$ cat config.mk
export PLATFORM = sky130hd
export DESIGN_NAME = fpu_arbiter
export DESIGN_NICKNAME = d
export VERILOG_FILES = /design/src/rtl/fpu_p.sv /design/src/rtl/fpu_rr_arbiter.sv /design/src/rtl/fpu_arbiter.sv
export SDC_FILE = /design/constraint.sdc
export NUM_CORES = 1
export LEC_CHECK = 0
export CORE_ASPECT_RATIO = 1.2
export CORE_MARGIN = 10
export CORE_UTILIZATION = 37
export CTS_CLUSTER_DIAMETER = 120
export DETAILED_ROUTE_END_ITERATION = 8
export HOLD_SLACK_MARGIN = 0.03
export PLACE_DENSITY_LB_ADDON = 0.1
export SYNTH_ARGS = -nofsm -noshare
export SYNTH_HDL_FRONTEND = slang
export SYNTH_SLANG_ARGS = --single-unit
export TNS_END_PERCENT = 30
$ cat constraint.sdc
create_clock -name clk -period 4.65 [get_ports clk]
set_input_delay 0.93 -clock clk [delete_from_list [all_inputs] [get_ports clk]]
set_output_delay 0.93 -clock clk [all_outputs]
set_load 0.02 [all_outputs]
$ cat src/rtl/fpu_p.sv
// ---------------------------------------------------------------------------
// fpu_p -- shared types and constants for the FPU complex.
//
// Contents:
//   FPU_32 / FPU_64  : supported operand widths
//   FPU_ARB_NREQ     : default number of requester ports on fpu_arbiter
//   Operation        : operation code passed to the shared FPU core
//   ArbState         : fpu_arbiter FSM states (also exported on its debug port)
//   arb_cnt_width()  : width of the arbiter's busy-cycle counter
// ---------------------------------------------------------------------------
package fpu_p;

  localparam int FPU_32       = 32;
  localparam int FPU_64       = 64;
  localparam int FPU_ARB_NREQ = 4;

  typedef enum logic [1:0] {
    ADD = 2'd0,
    SUB = 2'd1,
    MUL = 2'd2
  } Operation;

  typedef enum logic [1:0] {
    IDLE  = 2'd0,
    ISSUE = 2'd1,
    WAIT  = 2'd2,
    RESP  = 2'd3
  } ArbState;

  // The busy counter must be able to hold TIMEOUT and is never narrower than
  // 8 bits, so short timeouts still get a usable counter.
  function automatic int arb_cnt_width(input int timeout);
    int w;
    w = $clog2(timeout + 1);
    return (w < 8) ? 8 : w;
  endfunction

endpackage

$ cat src/rtl/fpu_rr_arbiter.sv
// ---------------------------------------------------------------------------
// fpu_rr_arbiter -- combinational round-robin picker.
//
// Searches the request vector starting at index ptr_i and wrapping around;
// the first set bit wins.
//
// Ports:
//   req_i   [NREQ-1:0]  request vector
//   ptr_i   [IDXW-1:0]  index where the search begins (highest priority)
//   grant_o [NREQ-1:0]  one-hot grant, all zero when no request
//   idx_o   [IDXW-1:0]  index of the granted bit (0 when none)
//   any_o               at least one request present
// ---------------------------------------------------------------------------
module fpu_rr_arbiter #(
  parameter  int NREQ = 4,
  localparam int IDXW = $clog2(NREQ)
) (
  input  logic [NREQ-1:0] req_i,
  input  logic [IDXW-1:0] ptr_i,
  output logic [NREQ-1:0] grant_o,
  output logic [IDXW-1:0] idx_o,
  output logic            any_o
);

  always_comb begin : pick
    int  j;
    logic found;
    grant_o = '0;
    idx_o   = '0;
    found   = 1'b0;
    j       = 0;
    for (int i = 0; i < NREQ; i++) begin
      // Candidate index (ptr + i) mod NREQ; ptr_i is always < NREQ so a
      // single subtraction is enough for the wrap.
      j = int'(ptr_i) + i;
      if (j >= NREQ) j = j - NREQ;
      if (!found && req_i[j[IDXW-1:0]]) begin
        found                   = 1'b1;
        idx_o                   = j[IDXW-1:0];
        grant_o[j[IDXW-1:0]]    = 1'b1;
      end
    end
    any_o = found;
  end

endmodule

$ cat src/rtl/fpu_arbiter.sv
// ---------------------------------------------------------------------------
// fpu_arbiter -- shares one FPU core between NREQ requester ports.
//
// One operation is in flight at a time. A request is accepted in IDLE
// (round-robin among the valid ports), issued to the core for one cycle,
// waited on until the core drops fpu_busy (or the busy counter reaches
// TIMEOUT), then answered with a one-cycle pulse on the originating port.
//
// Handshake: a request transfers on the cycle where req_valid[i] &
// req_ready[i] are both high at the clock edge. req_ready is only ever high
// for a port whose req_valid is high, for at most one port, and only in
// IDLE. The requester must hold op/a/b stable while valid and not ready.
// rsp_valid is a pulse with no back-pressure; rsp_result and rsp_error are
// meaningful only while a rsp_valid bit is high (both read 0 otherwise).
//
// Ports:
//   clk, rst                 clock, synchronous active-high reset
//   req_valid/op/a/b [NREQ]  per-port request
//   req_ready [NREQ]         one-hot accept strobe
//   rsp_valid [NREQ]         one-hot completion pulse
//   rsp_result, rsp_error    completion data; error = timeout abort
//   fpu_start/op/a/b         drive to the shared core
//   fpu_busy, fpu_result     from the shared core
//   dbg_state                current FSM state
// ---------------------------------------------------------------------------
module fpu_arbiter
  import fpu_p::*;
#(
  parameter int WIDTH   = FPU_32,
  parameter int NREQ    = FPU_ARB_NREQ,
  parameter int TIMEOUT = 255
) (
  input  logic                clk,
  input  logic                rst,

  input  logic [NREQ-1:0]     req_valid,
  input  Operation            req_op [NREQ],
  input  logic [WIDTH-1:0]    req_a  [NREQ],
  input  logic [WIDTH-1:0]    req_b  [NREQ],
  output logic [NREQ-1:0]     req_ready,

  output logic [NREQ-1:0]     rsp_valid,
  output logic [WIDTH-1:0]    rsp_result,
  output logic                rsp_error,

  output logic                fpu_start,
  output Operation            fpu_op,
  output logic [WIDTH-1:0]    fpu_a,
  output logic [WIDTH-1:0]    fpu_b,
  input  logic                fpu_busy,
  input  logic [WIDTH-1:0]    fpu_result,

  output ArbState             dbg_state
);

  localparam int IDXW = $clog2(NREQ);
  localparam int CNTW = arb_cnt_width(TIMEOUT);

  ArbState          state_q;
  logic [IDXW-1:0]  ptr_q;      // round-robin search start
  logic [IDXW-1:0]  port_q;     // port owning the in-flight operation
  Operation         op_q;
  logic [WIDTH-1:0] a_q;
  logic [WIDTH-1:0] b_q;
  logic [WIDTH-1:0] result_q;
  logic             err_q;
  logic [CNTW-1:0]  cnt_q;      // cycles spent in WAIT

  logic [NREQ-1:0]  win_grant;
  logic [IDXW-1:0]  win_idx;
  logic             win_any;
  logic [IDXW-1:0]  ptr_next;

  fpu_rr_arbiter #(
    .NREQ (NREQ)
  ) u_rr (
    .req_i   (req_valid),
    .ptr_i   (ptr_q),
    .grant_o (win_grant),
    .idx_o   (win_idx),
    .any_o   (win_any)
  );

  // Next search starts just after the winner, wrapping at NREQ.
  assign ptr_next = (win_idx == IDXW'(NREQ - 1)) ? '0 : win_idx + 1'b1;

  // ---------------------------------------------------------------------
  // Control FSM and operation registers
  // ---------------------------------------------------------------------
  always_ff @(posedge clk) begin
    if (rst) begin
      state_q  <= IDLE;
      ptr_q    <= '0;
      port_q   <= '0;
      op_q     <= ADD;
      a_q      <= '0;
      b_q      <= '0;
      result_q <= '0;
      err_q    <= 1'b0;
      cnt_q    <= '0;
    end else begin
      case (state_q)
        IDLE: begin
          if (win_any) begin
            port_q  <= win_idx;
            op_q    <= req_op[win_idx];
            a_q     <= req_a[win_idx];
            b_q     <= req_b[win_idx];
            ptr_q   <= ptr_next;
            state_q <= ISSUE;
          end
        end

        ISSUE: begin
          cnt_q   <= '0;
          state_q <= WAIT;
        end

        WAIT: begin
          cnt_q <= cnt_q + 1'b1;
          // The core may not have raised fpu_busy yet in the first WAIT
          // cycle (cnt_q == 0), so its busy flag is only trusted afterwards.
          if ((cnt_q != '0) && !fpu_busy) begin
            result_q <= fpu_result;
            err_q    <= 1'b0;
            state_q  <= RESP;
          end else if (cnt_q == CNTW'(TIMEOUT)) begin
            result_q <= '0;
            err_q    <= 1'b1;
            state_q  <= RESP;
          end
        end

        RESP: begin
          state_q <= IDLE;
        end

        default: begin
          state_q <= IDLE;
        end
      endcase
    end
  end

  // ---------------------------------------------------------------------
  // Outputs
  // ---------------------------------------------------------------------
  assign req_ready = (state_q == IDLE) ? win_grant : '0;

  always_comb begin
    rsp_valid = '0;
    if (state_q == RESP) rsp_valid[port_q] = 1'b1;
  end

  assign rsp_result = (state_q == RESP) ? result_q : '0;
  assign rsp_error  = (state_q == RESP) && err_q;

  assign fpu_start  = (state_q == ISSUE);
  assign fpu_op     = op_q;
  assign fpu_a      = a_q;
  assign fpu_b      = b_q;

  assign dbg_state  = state_q;

endmodule

-- Word level (Yosys, flattened, before mapping)
Cells that the tools add are included.
- register bits after elaboration: 113
- word-level logic and storage cells: 121
- output and inout port bits: 110
- bits of input ports: 303
- $add $sub $neg: 9
- bitwise logic cells: 4
- $lt $le $gt $ge: 15
- mux-type cells: 56
- reductions and logical operators: 21
- equal/unequal tests: 7
- operators with widths (kind ; count):
    32-bit two-way mux ; 7
    32-bit binary-select mux with 2-bit select ; 2
    2-bit two-way mux ; 14
    4-bit two-way mux ; 6
    8-bit one-hot mux with 2 select lines ; 1
    2-bit by 3-bit less-than comparator with 1-bit output, second input constant ; 5
    1-bit two-way mux ; 15
    3-bit >= comparator, second input constant ; 4
    4-bit OR ; 3
    1-bit demux with 2-bit select ; 5
    2-bit by 1-bit >= comparator with 1-bit output, second input constant ; 5
    1-bit logical AND ; 10
    8-bit by 1-bit adder with 8-bit output, second input constant ; 1
    1-bit binary-select mux with 2-bit select ; 4
    8-bit == test, second input constant ; 1
    2-bit one-hot mux with 4 select lines ; 1
    8-bit nonzero test ; 1
    2-bit by 1-bit subtractor with 2-bit output, second input constant ; 4
    2-bit by 2-bit adder with 3-bit output, second input constant ; 2
    2-bit == test, second input constant ; 3
    2-bit AND reduction ; 3
    2-bit binary-select mux with 2-bit select ; 1
    1-bit logical NOT ; 4
    2-bit nonzero test ; 2
    8 further kinds ; 8

-- Logic depth before layout (Yosys ltp)
- depth after elaboration: 18
- depth in mapped cells: 18
- mapped depth without buffers: 11

-- Hierarchy
From an unflattened synthesis, not the netlist that was laid out.
- cell total of the unflattened synthesis: 621
- area total of the unflattened synthesis: 6324.8 µm²
- by module, submodules not included (module ; cells an instance ; instances ; area each (µm²) ; sequential area each (µm²)):
    fpu_arbiter ; 576 ; 1 ; 5903.2 ; 2262.2
    fpu_rr_arbiter ; 45 ; 1 ; 421.7 ; 0.0

-- Worst setup path before layout
OpenSTA, ideal clock, no wires.
- path kind: register to output
- start: register ptr_q[0]
- end: output req_ready[0]
- data arrival time: 3.439 ns
- buffers on the path: 6
- data required time: 3.720 ns
- cell stages (with the launch flop): 14
- slack: 0.281 ns
- cells stage by stage: dfxtp_1 buf_2 buf_2 clkinv_1 clkbuf_1 ha_1 buf_2 mux4_2 nor2b_4 clkbuf_1 clkbuf_1 a22oi_1 o21ai_0 and2_1
- cells in the longest elaborated chain, start to end: 15
- elaborated cells between the ends (all ways): 60
- classes of those cells: add/sub (7); order compare (12); mux (28); bitwise (3); reduce/logical (10)
- ends and longest elaborated chain (element ; RTL line ; text):
    from (decl) ; fpu_arbiter.sv:60 ; logic [IDXW-1:0] ptr_q;
    from (signal assigned) ; fpu_arbiter.sv:109 ; ptr_q <= ptr_next;
    parallel branches: the longest is 13 deep, another holds 2-bit by 1-bit adder with 3-bit output ; - ;
    4-bit two-way mux * ; fpu_rr_arbiter.sv:37 ; if (!found && req_i[j[IDXW-1:0]]) begin
    4-bit two-way mux * ; fpu_arbiter.sv:148 ; assign req_ready = (state_q == IDLE) ? win_grant : '0;
    to (decl) ; fpu_arbiter.sv:40 ; output logic [NREQ-1:0] req_ready,
Mark *: on every way between the ends. The select of a mux whose other input is x is not followed.

-- Worst setup path in the final report
- start: input req_valid[2]
- end: output req_ready[1]
- cells in the longest elaborated chain, start to end: 13
- elaborated cells between the ends (all ways): 25
- classes of those cells: mux (16); bitwise (3); reduce/logical (6)
- ends and longest elaborated chain (element ; RTL line ; text):
    from (decl) ; fpu_arbiter.sv:36 ; input logic [NREQ-1:0] req_valid,
    1-bit binary-select mux with 2-bit select ; fpu_rr_arbiter.sv:37 ;
    1-bit two-way mux (not written as such) ; fpu_rr_arbiter.sv:37 ;
    1-bit two-way mux ; fpu_rr_arbiter.sv:37 ;
    1-bit logical NOT ; fpu_rr_arbiter.sv:37 ;
    1-bit logical AND ; fpu_rr_arbiter.sv:37 ;
    1-bit two-way mux ; fpu_rr_arbiter.sv:37 ;
    1-bit logical NOT ; fpu_rr_arbiter.sv:37 ;
    1-bit logical AND ; fpu_rr_arbiter.sv:37 ;
    1-bit two-way mux ; fpu_rr_arbiter.sv:37 ;
    1-bit logical NOT ; fpu_rr_arbiter.sv:37 ;
    1-bit logical AND ; fpu_rr_arbiter.sv:37 ;
    4-bit two-way mux * ; fpu_rr_arbiter.sv:37 ;
    4-bit two-way mux * ; fpu_arbiter.sv:148 ;
Every way passes the cells marked *; elsewhere a longest branch is shown, timed or not. The select of a mux whose other input is x is not followed.

==> impl_metrics.ini <==
[global_route]
grt_pass1_wl_um = 55100
grt_overflow = 0
grtUsageTotal_pct = 24.4
grt_max_degree = 75
antenna_found_initial = 11
first_global_vias = 9377

[routing]
ant_nets = 0
wl_per_cell_um = 23.1
drc_errors = 0
via_per_inst = 5.70
vias = 9288
drt_first_pass_iters = 7
drtIter0Drc = 767
drt_wl_total_um = 37700

[sta]
fmax_mhz = 227
hold_viol_final = 0
worst_pin_slew_ps = 1280
rsz0062_at_grt = no
finalCritPeriodShare_pct = 94.5
fin_worst_skew_ps = 8.93
setup_tns_ps = 0
hold_slack_ps = 455
fin_crit_ps = 4400
drv_slew = 0
setup_ws_ps = 254
final-setup-viol-count = 0
slew-limit-headroom_pct = 14.9

[worst_setup_path]
slowest_stage = mux4_2
worst_path_most_repeated_cell = clkdlybuf4s50_1
r2r_end = fpu_b[0]$_SDFFE_PP0P_
crit_family = buffers and inverters
worst-path-stages = 7
path_max_fanout = 14
required_ps = 3720
rrSetupSlack_ps = 870
cp-endpoint = req_ready[1]
reg2regPathDepth = 10
cp_cell_sequence = clkdlybuf4s50_1 -> mux4_2 -> nor2b_4 -> a22oi_1 -> o21ai_0 -> and2_1 -> clkdlybuf4s50_1
startpoint = req_valid[2]
cp_slowest_stage_delay_ps = 640
cp-end-kind = output pin
arrival_ps = 3470
r2r_start = ptr_q[1]$_SDFFE_PP0P_
worst_setup_path_start_kind = input port
critPathKind = input port to output pin
path_buf_inv = 2

[clocking]
cts_setup_buffers = 0
clock_path_buffers = 2
cts_tree = built
clk_latency_ps = 420
h-tree-depth = 4
cts-root-buf = clkbuf_16
cts.hold.buffers_added = 0
cts_resized = 0
clk_pin_slew_worst_paths_ps = 60
clkSinkCount = 113
cts_made_buffers = 17

[pwr]
pwr_density_cell_mw_per_mm2 = 638
p_leak_nw = 4.94
vdd.ir_drop.worst_v = 0.000372

[hold_path]
hold_class = register to register

[finish]
final_common_cell = clkdlybuf4s50_1
drive_gt1_share_pct = 12.3
nFillCells = 2068
final_area_mm2 = 0.0133
area_growth_pct = 58.8
seq_area_mm2 = 0.00227
multi_input_area_mm2 = 0.00567
final_cell_mix = 411 x clkdlybuf4s50_1, 112 x dfxtp_1, 97 x nor2_1
nNetsFinal = 1643

[placed_design]
placed_area_mm2 = 0.0127
io_buffers = 412
hpwl_um = 27500
gp_congestion = 0.898
place_ws_ps = 274

[die]
core_area_mm2 = 0.0224
rows = 60
num_io_pins = 413
dieArea_mm2 = 0.0291
fp.dieH_um = 185
start_util_pct = 37.4
die_x_um = 157

[logic_synthesis]
syn_nets = 1286
synth_top_area_share_pct = 27.0
netlist_area_mm2 = 0.00838
synth_top_area_cell = dfxtp_1
synth_ff_type = dfxtp_1
syn_inst = 969
synth_edf_count = 0
netlist_top_cells_area = dfxtp_1 27%, mux2_4 7.0%, a22oi_1 6.0%, and2_1 5.9%, mux2i_1 5.6%
async_flop_share_pct = 0
synth_seq_cells = 113
yosysSeqAreaShare_pct = 27.0
synth.avg_cell_area_um2 = 8.64
yosys_warnings = 0
synth.distinct_cells = 49

[job]
drv_cap = 0

[outcome]
outcome = finished, final reports clean
## how the worst min path moves through the flow
stage                                  start            endpoint  slack [ps]  cells past startpoint
after floorplan           err_q$_SDFFE_PP0P_  err_q$_SDFFE_PP0P_         430                      2
after global placement    err_q$_SDFFE_PP0P_  err_q$_SDFFE_PP0P_         440                      2
after detailed placement  err_q$_SDFFE_PP0P_  err_q$_SDFFE_PP0P_         440                      2
after CTS                 err_q$_SDFFE_PP0P_  err_q$_SDFFE_PP0P_         450                      2
after global routing      err_q$_SDFFE_PP0P_  err_q$_SDFFE_PP0P_         500                      2
final                     err_q$_SDFFE_PP0P_  err_q$_SDFFE_PP0P_         450                      2
## final cells by class
| class | instances | area share (%) |
|---|---|---|
| Timing Repair Buffer | 439 | 32.7 |
| Clock inverter | 15 | 1.23 |
| Sequential cell | 113 | 17.0 |
| Inverter | 14 | 0.395 |
| Antenna cell | 11 | 0.207 |
| Multi-Input combinational cell | 741 | 42.6 |
| Clock buffer | 17 | 3.20 |
| Tap cell | 279 | 2.63 |
## routing by layer
layer	vias to the layer above	routed length, um	track usage (%)
met5	-	13	0
met4	2	1080	10.1
met3	57	3560	9.26
met2	382	18400	40.6
met1	4403	14600	27.4
li1	4444	-	-
## cell families after synthesis
family	after synthesis	synth area share, %
AOI/OAI and AO/OA	364	32.4
and+or+nand+nor	239	14.5
muxes	117	17.0
buffers and inverters	115	6.24
DFF	113	27.0
adders and majority gates	14	2.09
xor gates and xnor gates	7	0.732
## power breakdown
part | total [mW] | switching, mW | internal [mW]
Clock | 1.33 | 0.570 | 0.762
Combinational | 5.64 | 3.13 | 2.51
Sequential | 1.51 | 0.203 | 1.31
Total | 8.48 | 3.90 | 4.58
## flip-flops by register name, summed over array words and instances, names as in the netlist, 2 cells and up
register / count
fpu_a: 32
fpu_b: 32
result_q: 32
cnt_q: 8
dbg_state: 2
fpu_op: 2
port_q: 2
ptr_q: 2
## cells in the mapped netlist, types with 8 or more instances
master,n
and2_1,79
a211oi_2,18
ha_1,14
buf_2,25
a22oi_1,67
o41ai_1,24
nand3_1,25
o22ai_1,43
dfxtp_1,113
a21oi_1,72
inv_1,12
buf_6,8
mux2_4,39
a22o_1,25
mux2_2,29
a221o_1,42
a211oi_1,32
mux2i_1,47
o21ai_0,29
clkbuf_1,66
nor2_1,99
## per-stage QoR
stage | util (%) | power [mW] | std cells
floorplan | - | 5.23 | 969
global placement | 56.7 | 7.10 | 1586
detailed placement | 56.7 | 7.14 | 1586
CTS | 59.3 | 8.51 | 1618
global route | 59.4 | 9.00 | 1624
finish | 59.4 | 8.48 | 1629
## worst register-to-register path, stage by stage (launching register included)
cell and delay [ps]:
dfxtp_1 310, buf_4 180, inv_1 100, ha_1 430
mux4_2 640, nand2b_1 250, a31oi_4 190, a21o_2 170
buf_4 650, mux2_2 470, a221o_1 290
Power figures use the tool's default switching activity.
